File: config.mk
export PLATFORM = sky130hd
export DESIGN_NAME = rf_writeback_buffer_flat
export DESIGN_NICKNAME = d
export VERILOG_FILES = /design/src/rtl/cpu_pkg.sv /design/src/rtl/rf_writeback_buffer_if.sv /design/src/rtl/rf_writeback_buffer_bypass_match.sv /design/src/rtl/rf_writeback_buffer.sv /design/src/flat_wrapper.sv
export SDC_FILE = /design/constraint.sdc
export NUM_CORES = 1
export LEC_CHECK = 0
export BUFFER_PORTS_ARGS = -buffer_cell sky130_fd_sc_hd__buf_2
export CORE_MARGIN = 10
export CORE_UTILIZATION = 60
export DETAILED_ROUTE_END_ITERATION = 7
export PLACE_DENSITY_LB_ADDON = 0.12
export SETUP_SLACK_MARGIN = 0.3
export SKIP_CTS_REPAIR_TIMING = 1
export SYNTH_ARGS = -nofsm -noshare
export SYNTH_HDL_FRONTEND = slang
export SYNTH_HIERARCHICAL = 1
export SYNTH_SLANG_ARGS = --single-unit
File: constraint.sdc
create_clock -name clk -period 10 [get_ports clk]
set_clock_uncertainty 0.1 [all_clocks]
set_input_delay 0 -clock clk [delete_from_list [all_inputs] [get_ports clk]]
set_output_delay 0 -clock clk [all_outputs]
set_load 0.03 [all_outputs]
File: src/rtl/cpu_pkg.sv
// Shared CPU definitions used by the register file and its write-side buffer.
package cpu_pkg;

  localparam int REG_ADDR_W = 5;
  localparam int REG_DATA_W = 32;

  typedef struct packed {
    logic [REG_ADDR_W-1:0] addr;
    logic [REG_DATA_W-1:0] data;
  } wb_entry_t;

endpackage

File: src/rtl/rf_writeback_buffer_if.sv
// Result-bus, register-file write-port and bypass lookup signals of the writeback buffer.
interface rf_writeback_buffer_if
  import cpu_pkg::*;
#(
  parameter int ADDR_WIDTH = REG_ADDR_W,
  parameter int DATA_WIDTH = REG_DATA_W,
  parameter int DEPTH      = 4
);

  localparam int CNT_W = $clog2(DEPTH) + 1;

  logic                  in_valid;
  logic                  in_ready;
  logic [ADDR_WIDTH-1:0] in_addr;
  logic [DATA_WIDTH-1:0] in_data;

  logic                  rf_wen;
  logic [ADDR_WIDTH-1:0] rf_waddr;
  logic [DATA_WIDTH-1:0] rf_wdata;
  logic                  rf_gnt;

  logic [ADDR_WIDTH-1:0] lk_addr1;
  logic [ADDR_WIDTH-1:0] lk_addr2;
  logic                  lk_hit1;
  logic                  lk_hit2;
  logic [DATA_WIDTH-1:0] lk_data1;
  logic [DATA_WIDTH-1:0] lk_data2;

  logic [CNT_W-1:0]      count;

  // Producer / register-file side.
  modport master (
    output in_valid, in_addr, in_data, rf_gnt, lk_addr1, lk_addr2,
    input  in_ready, rf_wen, rf_waddr, rf_wdata,
    input  lk_hit1, lk_hit2, lk_data1, lk_data2, count
  );

  // Buffer side.
  modport slave (
    input  in_valid, in_addr, in_data, rf_gnt, lk_addr1, lk_addr2,
    output in_ready, rf_wen, rf_waddr, rf_wdata,
    output lk_hit1, lk_hit2, lk_data1, lk_data2, count
  );

endinterface

File: src/rtl/rf_writeback_buffer_bypass_match.sv
// Youngest-first address match across the pending writeback entries.
module rf_bypass_match
  import cpu_pkg::*;
#(
  parameter int DEPTH = 4
) (
  input  wb_entry_t [DEPTH-1:0]       entries,
  input  logic      [DEPTH-1:0]       valid,
  input  logic      [$clog2(DEPTH)-1:0] rd_ptr,
  input  logic      [REG_ADDR_W-1:0]  lk_addr,
  output logic                        hit,
  output logic      [REG_DATA_W-1:0]  data
);

  localparam int PTR_W = $clog2(DEPTH);

  logic [DEPTH-1:0]      match_by_age;
  logic [REG_DATA_W-1:0] data_by_age [DEPTH];

  // Re-order slots by age: index 0 is the head, DEPTH-1 the newest possible slot.
  generate
    for (genvar gi = 0; gi < DEPTH; gi++) begin : g_age
      logic [PTR_W-1:0] slot;
      assign slot             = rd_ptr + PTR_W'(gi);
      assign match_by_age[gi] = valid[slot] && (entries[slot].addr == lk_addr);
      assign data_by_age[gi]  = entries[slot].data;
    end
  endgenerate

  always_comb begin
    hit  = |match_by_age;
    data = '0;
    for (int k = 0; k < DEPTH; k++) begin
      if (match_by_age[k]) begin
        data = data_by_age[k];
      end
    end
  end

endmodule

File: src/rtl/rf_writeback_buffer.sv
// Writeback FIFO in front of the register file write port, with two bypass lookups
// over the entries that are still waiting to be written.
module rf_writeback_buffer
  import cpu_pkg::*;
#(
  parameter int ADDR_WIDTH = REG_ADDR_W,
  parameter int DATA_WIDTH = REG_DATA_W,
  parameter int DEPTH      = 4,
  parameter bit DROP_ZERO  = 1'b1
) (
  input logic                  clk,
  input logic                  rst_n,
  rf_writeback_buffer_if.slave bus
);

  localparam int PTR_W = $clog2(DEPTH);
  localparam int CNT_W = PTR_W + 1;

  wb_entry_t [DEPTH-1:0] mem_reg;
  logic [PTR_W-1:0]      wr_ptr_reg, wr_ptr_next;
  logic [PTR_W-1:0]      rd_ptr_reg, rd_ptr_next;
  logic [CNT_W-1:0]      count_reg, count_next;

  logic full, empty, push, store, pop, zero_dest;
  logic [DEPTH-1:0] valid;

  assign full      = (count_reg == CNT_W'(DEPTH));
  assign empty     = (count_reg == '0);
  assign zero_dest = DROP_ZERO && (bus.in_addr == '0);
  assign push      = bus.in_valid && !full;
  // Writes to index 0 still complete the handshake but never occupy a slot.
  assign store     = push && !zero_dest;
  assign pop       = !empty && bus.rf_gnt;

  always_comb begin
    wr_ptr_next = wr_ptr_reg;
    rd_ptr_next = rd_ptr_reg;
    count_next  = count_reg;
    if (store) begin
      wr_ptr_next = wr_ptr_reg + 1'b1;
    end
    if (pop) begin
      rd_ptr_next = rd_ptr_reg + 1'b1;
    end
    case ({store, pop})
      2'b10:   count_next = count_reg + 1'b1;
      2'b01:   count_next = count_reg - 1'b1;
      default: count_next = count_reg;
    endcase
  end

  always_ff @(posedge clk or negedge rst_n) begin
    if (!rst_n) begin
      wr_ptr_reg <= '0;
      rd_ptr_reg <= '0;
      count_reg  <= '0;
    end else begin
      wr_ptr_reg <= wr_ptr_next;
      rd_ptr_reg <= rd_ptr_next;
      count_reg  <= count_next;
    end
  end

  // Payload needs no reset: occupancy alone decides which slots are meaningful.
  always_ff @(posedge clk) begin
    if (store) begin
      mem_reg[wr_ptr_reg].addr <= REG_ADDR_W'(bus.in_addr);
      mem_reg[wr_ptr_reg].data <= REG_DATA_W'(bus.in_data);
    end
  end

  generate
    for (genvar gi = 0; gi < DEPTH; gi++) begin : g_valid
      logic [PTR_W-1:0] age;
      assign age       = PTR_W'(gi) - rd_ptr_reg;
      assign valid[gi] = (CNT_W'(age) < count_reg);
    end
  endgenerate

  assign bus.in_ready = !full;
  assign bus.count    = count_reg;
  assign bus.rf_wen   = !empty;
  assign bus.rf_waddr = empty ? '0 : ADDR_WIDTH'(mem_reg[rd_ptr_reg].addr);
  assign bus.rf_wdata = empty ? '0 : DATA_WIDTH'(mem_reg[rd_ptr_reg].data);

  logic                  hit1_raw, hit2_raw;
  logic [REG_DATA_W-1:0] data1_raw, data2_raw;
  logic                  lk1_zero, lk2_zero;

  rf_bypass_match #(.DEPTH(DEPTH)) u_match1 (
    .entries (mem_reg),
    .valid   (valid),
    .rd_ptr  (rd_ptr_reg),
    .lk_addr (REG_ADDR_W'(bus.lk_addr1)),
    .hit     (hit1_raw),
    .data    (data1_raw)
  );

  rf_bypass_match #(.DEPTH(DEPTH)) u_match2 (
    .entries (mem_reg),
    .valid   (valid),
    .rd_ptr  (rd_ptr_reg),
    .lk_addr (REG_ADDR_W'(bus.lk_addr2)),
    .hit     (hit2_raw),
    .data    (data2_raw)
  );

  assign lk1_zero     = DROP_ZERO && (bus.lk_addr1 == '0);
  assign lk2_zero     = DROP_ZERO && (bus.lk_addr2 == '0);
  assign bus.lk_hit1  = hit1_raw && !lk1_zero;
  assign bus.lk_hit2  = hit2_raw && !lk2_zero;
  assign bus.lk_data1 = lk1_zero ? '0 : DATA_WIDTH'(data1_raw);
  assign bus.lk_data2 = lk2_zero ? '0 : DATA_WIDTH'(data2_raw);

endmodule

File: src/flat_wrapper.sv
// flat-port wrapper written by rule: the top's interface ports become plain ports
module rf_writeback_buffer_flat import cpu_pkg::*;
#(
  parameter int ADDR_WIDTH = REG_ADDR_W,
  parameter int DATA_WIDTH = REG_DATA_W,
  parameter int DEPTH      = 4,
  parameter bit DROP_ZERO  = 1'b1
)
  (clk, rst_n, bus_in_valid, bus_in_addr, bus_in_data, bus_rf_gnt, bus_lk_addr1, bus_lk_addr2, bus_in_ready, bus_rf_wen, bus_rf_waddr, bus_rf_wdata, bus_lk_hit1, bus_lk_hit2, bus_lk_data1, bus_lk_data2, bus_count);
  rf_writeback_buffer_if #(.ADDR_WIDTH(ADDR_WIDTH), .DATA_WIDTH(DATA_WIDTH), .DEPTH(DEPTH)) bus_i ();
  input logic clk;
  input logic rst_n;
  input wire logic [$bits(bus_i.in_valid)-1:0] bus_in_valid;
  input wire logic [$bits(bus_i.in_addr)-1:0] bus_in_addr;
  input wire logic [$bits(bus_i.in_data)-1:0] bus_in_data;
  input wire logic [$bits(bus_i.rf_gnt)-1:0] bus_rf_gnt;
  input wire logic [$bits(bus_i.lk_addr1)-1:0] bus_lk_addr1;
  input wire logic [$bits(bus_i.lk_addr2)-1:0] bus_lk_addr2;
  output wire logic [$bits(bus_i.in_ready)-1:0] bus_in_ready;
  output wire logic [$bits(bus_i.rf_wen)-1:0] bus_rf_wen;
  output wire logic [$bits(bus_i.rf_waddr)-1:0] bus_rf_waddr;
  output wire logic [$bits(bus_i.rf_wdata)-1:0] bus_rf_wdata;
  output wire logic [$bits(bus_i.lk_hit1)-1:0] bus_lk_hit1;
  output wire logic [$bits(bus_i.lk_hit2)-1:0] bus_lk_hit2;
  output wire logic [$bits(bus_i.lk_data1)-1:0] bus_lk_data1;
  output wire logic [$bits(bus_i.lk_data2)-1:0] bus_lk_data2;
  output wire logic [$bits(bus_i.count)-1:0] bus_count;
  assign bus_i.in_valid = bus_in_valid;
  assign bus_i.in_addr = bus_in_addr;
  assign bus_i.in_data = bus_in_data;
  assign bus_i.rf_gnt = bus_rf_gnt;
  assign bus_i.lk_addr1 = bus_lk_addr1;
  assign bus_i.lk_addr2 = bus_lk_addr2;
  assign bus_in_ready = bus_i.in_ready;
  assign bus_rf_wen = bus_i.rf_wen;
  assign bus_rf_waddr = bus_i.rf_waddr;
  assign bus_rf_wdata = bus_i.rf_wdata;
  assign bus_lk_hit1 = bus_i.lk_hit1;
  assign bus_lk_hit2 = bus_i.lk_hit2;
  assign bus_lk_data1 = bus_i.lk_data1;
  assign bus_lk_data2 = bus_i.lk_data2;
  assign bus_count = bus_i.count;
  rf_writeback_buffer #(.ADDR_WIDTH(ADDR_WIDTH), .DATA_WIDTH(DATA_WIDTH), .DEPTH(DEPTH), .DROP_ZERO(DROP_ZERO)) u_core (.clk(clk), .rst_n(rst_n), .bus(bus_i));
endmodule
* Word level (Yosys, flattened, before mapping) *
Index checks and enable logic that the tools add are counted.

storage, ports and cells
  logic and storage cells = 103
  register bits after elaboration = 155

cells by class
  equal/unequal tests = 11
  reduce and logical (&&, ||, !) cells = 26
  $add $sub $neg = 10
  $lt $le $gt $ge = 10
  mux-type cells = 35

operator list
  cell                   count
  $mux W32               12
  $bmux W37 S2           4
  $bwmux W148            2
  $mux W37               5
  $demux W37 S2          2
  $eq A5 B5 Y1           8
  $logic_not A5 Y1       3
  $lt A2 B3 Y1 const B   5
  $logic_and A1 B1 Y1    14
  $lt A2 B3 Y1           4
  $bmux W1 S2            4
  $reduce_or A4 Y1       2
  $pmux W3 S2            1
  $logic_not A1 Y1       5
  $mux W5                1
  $add A2 B1 Y2 const B  2
  $add A2 B2 Y2 const B  2
  $mux W1                4
  $sub A1 B2 Y2 const A  2
  $sub A2 B2 Y2 const A  2
  $add A3 B1 Y3 const B  1
  $eq A3 B3 Y1 const B   1
  $logic_not A3 Y1       1
  $sub A3 B1 Y3 const B  1
  other kinds (4)        4

* Longest topological paths before layout *
  depth in word-level cells = 10
  gate-level depth with buffers = 17

* Modules after synthesis *
Netlist, hierarchy kept.

modules (own cells, without submodules)
  module               instances  sequential area each (um2)  cells each  area each (um2)
  rf_bypass_match      2          0.0                         527         4489.3
  rf_writeback_buffer  1          4619.4                      507         7450.9

* Worst setup path before layout *
Ideal clock, no wire load.

  path kind = reg-to-output
  start = register u_core.rd_ptr_reg[0]
  end = output port bus_lk_data1[10]
  path slack = 6.309 ns
  data arrival time = 3.591 ns
  cell stages (with the launch flop) = 17
  buffers on the path = 4
  path through = dfrtp_1 > buf_2 > buf_2 > xor2_1 > inv_1 > ha_1 > a21oi_1 > or2_2 > mux4_2 > nand4_1 > or3_1 > buf_2 > nand2_2 > buf_6 > o221a_2 > o22ai_1 > nor2b_1

between the ends
  word-level cells in the longest chain between the ends = 10

ends and longest elaborated chain
  item                            RTL line                                source
  from (decl)                     rf_writeback_buffer.sv:21               logic [PTR_W-1:0] rd_ptr_reg, rd_ptr_next;
  from (signal assigned)          rf_writeback_buffer.sv:59               rd_ptr_reg <= rd_ptr_next;
  $sub A2 B2 Y2 (*)               rf_writeback_buffer.sv:75               assign age = PTR_W'(gi) - rd_ptr_reg;
  $lt A2 B3 Y1 (*)                rf_writeback_buffer.sv:76               assign valid[gi] = (CNT_W'(age) < count_reg);
  named net u_core.valid[2]       rf_writeback_buffer.sv:25               logic [DEPTH-1:0] valid;
  $bmux W1 S2                     rf_writeback_buffer_bypass_match.sv:25  assign match_by_age[gi] = valid[slot] && (entries[slot].addr == lk_addr);
  $mux W1 (not written as such)   rf_writeback_buffer_bypass_match.sv:25
  $logic_and A1 B1 Y1             rf_writeback_buffer_bypass_match.sv:25
  $mux W32 (3 in series)          rf_writeback_buffer_bypass_match.sv:34  if (match_by_age[k]) begin
  $mux W32 (*)                    rf_writeback_buffer_bypass_match.sv:34
  named net u_core.data1_raw[10]  rf_writeback_buffer.sv:87               logic [REG_DATA_W-1:0] data1_raw, data2_raw;
  $mux W32 (*)                    rf_writeback_buffer.sv:112              assign bus.lk_data1 = lk1_zero ? '0 : DATA_WIDTH'(data1_raw);
  to (decl)                       flat_wrapper.sv:25                      output wire logic [$bits(bus_i.lk_data1)-1:0] bus_lk_data1;

The timed path passes the listed nets; every way through them passes the cells marked *. The select of a mux whose other input is x is not followed.

* Worst setup path after layout *
  start = register u_core.rd_ptr_reg[1]
  end = output port bus_lk_data2[0]

between the ends
  word-level cells in the longest chain between the ends = 10

ends and longest elaborated chain
  item                                                   RTL line                                source
  $sub A1 B2 Y2 / $sub A2 B2 Y2 (equally long branches)  rf_writeback_buffer.sv:75
  $lt A2 B3 Y1                                           rf_writeback_buffer.sv:76
  $bmux W1 S2                                            rf_writeback_buffer_bypass_match.sv:25
  $mux W1 (not written as such)                          rf_writeback_buffer_bypass_match.sv:25
  $logic_and A1 B1 Y1                                    rf_writeback_buffer_bypass_match.sv:25
  $mux W32 (3 in series)                                 rf_writeback_buffer_bypass_match.sv:34
  $mux W32 (*)                                           rf_writeback_buffer_bypass_match.sv:34
  named net u_core.data2_raw[0]                          rf_writeback_buffer.sv:87
  $mux W32 (*)                                           rf_writeback_buffer.sv:113              assign bus.lk_data2 = lk2_zero ? '0 : DATA_WIDTH'(data2_raw);
  to (decl)                                              flat_wrapper.sv:26                      output wire logic [$bits(bus_i.lk_data2)-1:0] bus_lk_data2;

Marked as above.

==> metrics <==
ANT nets after route=0; hpwl dp=28300 um; Gate Count Post-Synth=1561; RSZ-0062 raised after global routing=false; r2r endpoint=u_core/bus.count[2]$_DFFE_PN0P_; die area=34400 sq um; WP data arrival=6.07 ns; Avg Vias per Cell=6.70; fmax=162 MHz; Required @ worst endpoint=9.90 ns; Area Growth Syn to Fin=9.55%; clock latency on the worst-skew pair=0.44 ns; proportion of layout cells with a drive suffix above 1=0.206; main combinational cell family by area after synthesis=multiplexers; R2R Path Start=u_core/bus.count[0]$_DFFE_PN0P_; Worst Min Path Start=bus_in_addr[3]; mux share of post-synthesis cell area=0.363; crit-path max cell delay=0.91 ns; Worst Setup End Kind=primary output; post-synthesis sequential area ratio=0.281; synthesized area per cell=10.5 sq um; post-synthesis adder-cell area fraction=0.00807; FF-to-FF path depth=9; commonest cells after routing, fill and taps aside=mux2i_1, and2_1, buf_2; Post-Syn Nets=1622; XOR/XNOR share of the synthesized area=0.0325; Placer Congestion=0.921; Fin Hold WS=0.264 ns; Post-Syn Area=16400 sq um; post-route cell area=18000 sq um; post-synthesis compound-gate area fraction=0.111; part of the power in registers=0.183; Synth Warn #=6; IO Pins=159; DRC=0; Worst Hold Class=in -> reg; drt pass-1 iters=5; Distinct cells, synth=52; global-route wire length before repair=71800 um; switch share=0.505; clock root buffer=clkbuf_16; row count=60; Core Area=27000 sq um; worst reg-to-reg setup slack=7.43 ns; CP Class=reg -> out; Final #Nets=1705; MaxCap Viol Count=0; Leakage=7.09 nW; CP Launch Point=u_core/rd_ptr_reg[1]$_DFFE_PN0N_; Worst-Margin Slew=1.30 ns; Int Power=3.15 mW; final WL=46800 um; PD cells=354 nW/um^2; final count of pins violating max slew=0; fin crit share=0.617; CTS tree=yes; Largest register FFs=148; IO buf count=158; Clock Pin Slew Worst Setup and Hold Paths=0.07 ns; CP top delay family=simple AND/OR/NAND/NOR gates; endpoints failing hold=0; vias in the first global route=13.2k; GR Util All Layers=0.263; outcome=finished clean; CTS Sinks=155; Die W=185 um; clock share of power=0.100; H-tree Lvls=4; Vert. Die Dim=185 um; Iter 0 DRT Violations=1300; Max IR drop VDD=0.000257 V; setup TNS=0 ns; endpoints failing setup=0; Overflow after GRT=0; vias=13.4k; simple-gate share of the synthesized area=0.149; Rel. slew slack=0.129; Hold Path Stages=2; initial antenna violation count=0; CP max stage cell=buf_4; crit path cell chain=buf_4, mux4_2, xnor2_1, nand4_1, or3_4, nand2_2, o221a_2, o22ai_1, nor2b_1, buf_2; CTS buffer count=17; crit path max fanout=97; initial core utilization=0.610; Placed Instance Area=17000 sq um; antenna cells=0; routed length per instance=23.4 um; Switch Pwr=3.21 mW; largest net degree at the start of global routing=174; worst path bufs/invs=2; power share of the combinational group=0.716; hold endpoint=u_core/mem_reg[35]$_DFFE_PP_; critical path launch point type=flip-flop; maximum clock path buffer count=2; clock period minus final worst setup slack=6.17 ns; number of synthesized register bits=155; commonest non-fill, non-tap cell in the layout=mux2i_1
==> per-layer routing <==
metal / vias to the layer above / part of all wire / GRT usage / wire length (um)
met2: 571 / 0.48 / 0.434 / 22300
met4: 0 / 0.028 / 0.100 / 1330
met3: 103 / 0.072 / 0.0407 / 3380
li1: 6078 / - / - / -
met5: - / 0 / 0 / 0
met1: 6628 / 0.42 / 0.340 / 19800
==> metrics by stage <==
stage          cells  power [mW]  worst slack, ns   util
3_3_place_gp    1925        5.57             4.57  0.631
5_1_grt         1998        6.71             3.60  0.668
4_1_cts         1957        6.32             3.97  0.653
2_1_floorplan   1561        4.66             6.31      -
6_report        1998        6.36             3.83  0.668
3_5_place_dp    1925        5.66             4.44  0.631
==> power by group through the flow <==
stage	clock network [mW]	registers (mW)	logic, mW
finish	0.638	1.17	4.56
global route	0.672	1.19	4.85
CTS	0.646	1.16	4.51
detailed placement	0	1.18	4.49
global placement	0	1.16	4.41
floorplan	0	1.07	3.59
==> worst register-to-register path, delay by kind of cell (launching register included) <==
| kind | cells | cell delay, ns |
|---|---|---|
| flip-flops | 1 | 0.52 |
| adder cells (fa/ha/maj) | 2 | 0.56 |
| AND/OR/NAND/NOR | 3 | 0.53 |
| buffers and inverters | 2 | 0.48 |
| XOR/XNOR | 2 | 0.31 |
==> area by class of cell <==
type	count	area [sq um]
Timing Repair Buffer	219	1360
Clock buffer	19	464
Clock inverter	13	105
Tap cell	341	427
Multi-Input combinational cell	1241	11000
Fill cell	2124	8950
Sequential cell	155	4630
Inverter	10	37.5
==> how the worst max path moves through the flow <==
stage	endpoint	depth (start not counted)
detailed placement	bus_lk_data2[0]	10
global placement	bus_lk_data2[0]	10
floorplan	bus_lk_data1[10]	16
CTS	bus_lk_data2[0]	10
finish	bus_lk_data2[0]	10
global route	bus_lk_data2[0]	10
==> cell usage after synthesis, drive strengths merged <==
cell / instances / area share
o221ai: 4 / 0.0021
o21bai: 1 / 0.00046
or3b: 3 / 0.0016
or3: 3 / 0.0011
clkbuf: 72 / 0.016
ha: 9 / 0.0069
mux4: 51 / 0.070
or4: 3 / 0.0016
a211oi: 64 / 0.029
nor3b: 2 / 0.00091
nor2b: 136 / 0.052
xor2: 10 / 0.0053
xnor2: 51 / 0.027
o221a: 62 / 0.042
o22a: 2 / 0.0011
o211a: 5 / 0.0035
and2: 172 / 0.066
o21ai: 7 / 0.0021
o22ai: 62 / 0.024
or2: 3 / 0.0011
a21oi: 6 / 0.0018
nor4: 10 / 0.0038
a2111oi: 2 / 0.0012
nand3: 3 / 0.00091
edfxtp: 148 / 0.27
nor2: 65 / 0.015
nand3b: 2 / 0.00091
nand2b: 1 / 0.00038
dfrtp: 7 / 0.011
a31oi: 2 / 0.00076
buf: 83 / 0.036
a32oi: 2 / 0.0011
nand4: 2 / 0.00076
nand2: 4 / 0.0012
mux2: 1 / 0.00091
o2bb2ai: 2 / 0.0011
inv: 10 / 0.0023
mux2i: 480 / 0.29
nor3: 6 / 0.0018
a22oi: 2 / 0.00091
fa: 1 / 0.0012
==> logic make-up (layout without fill, tap and decap cells) <==
| group | Yosys count | in the layout |
|---|---|---|
| adders and majority gates | 10 | 10 |
| xor gates and xnor gates | 61 | 61 |
| AOI/OAI and AO/OA | 223 | 223 |
| DFF | 155 | 155 |
| and+or+nand+nor | 415 | 415 |
| buffers and inverters | 165 | 261 |
| muxes | 532 | 532 |
No activity file was read; power rests on OpenSTA's default activity.
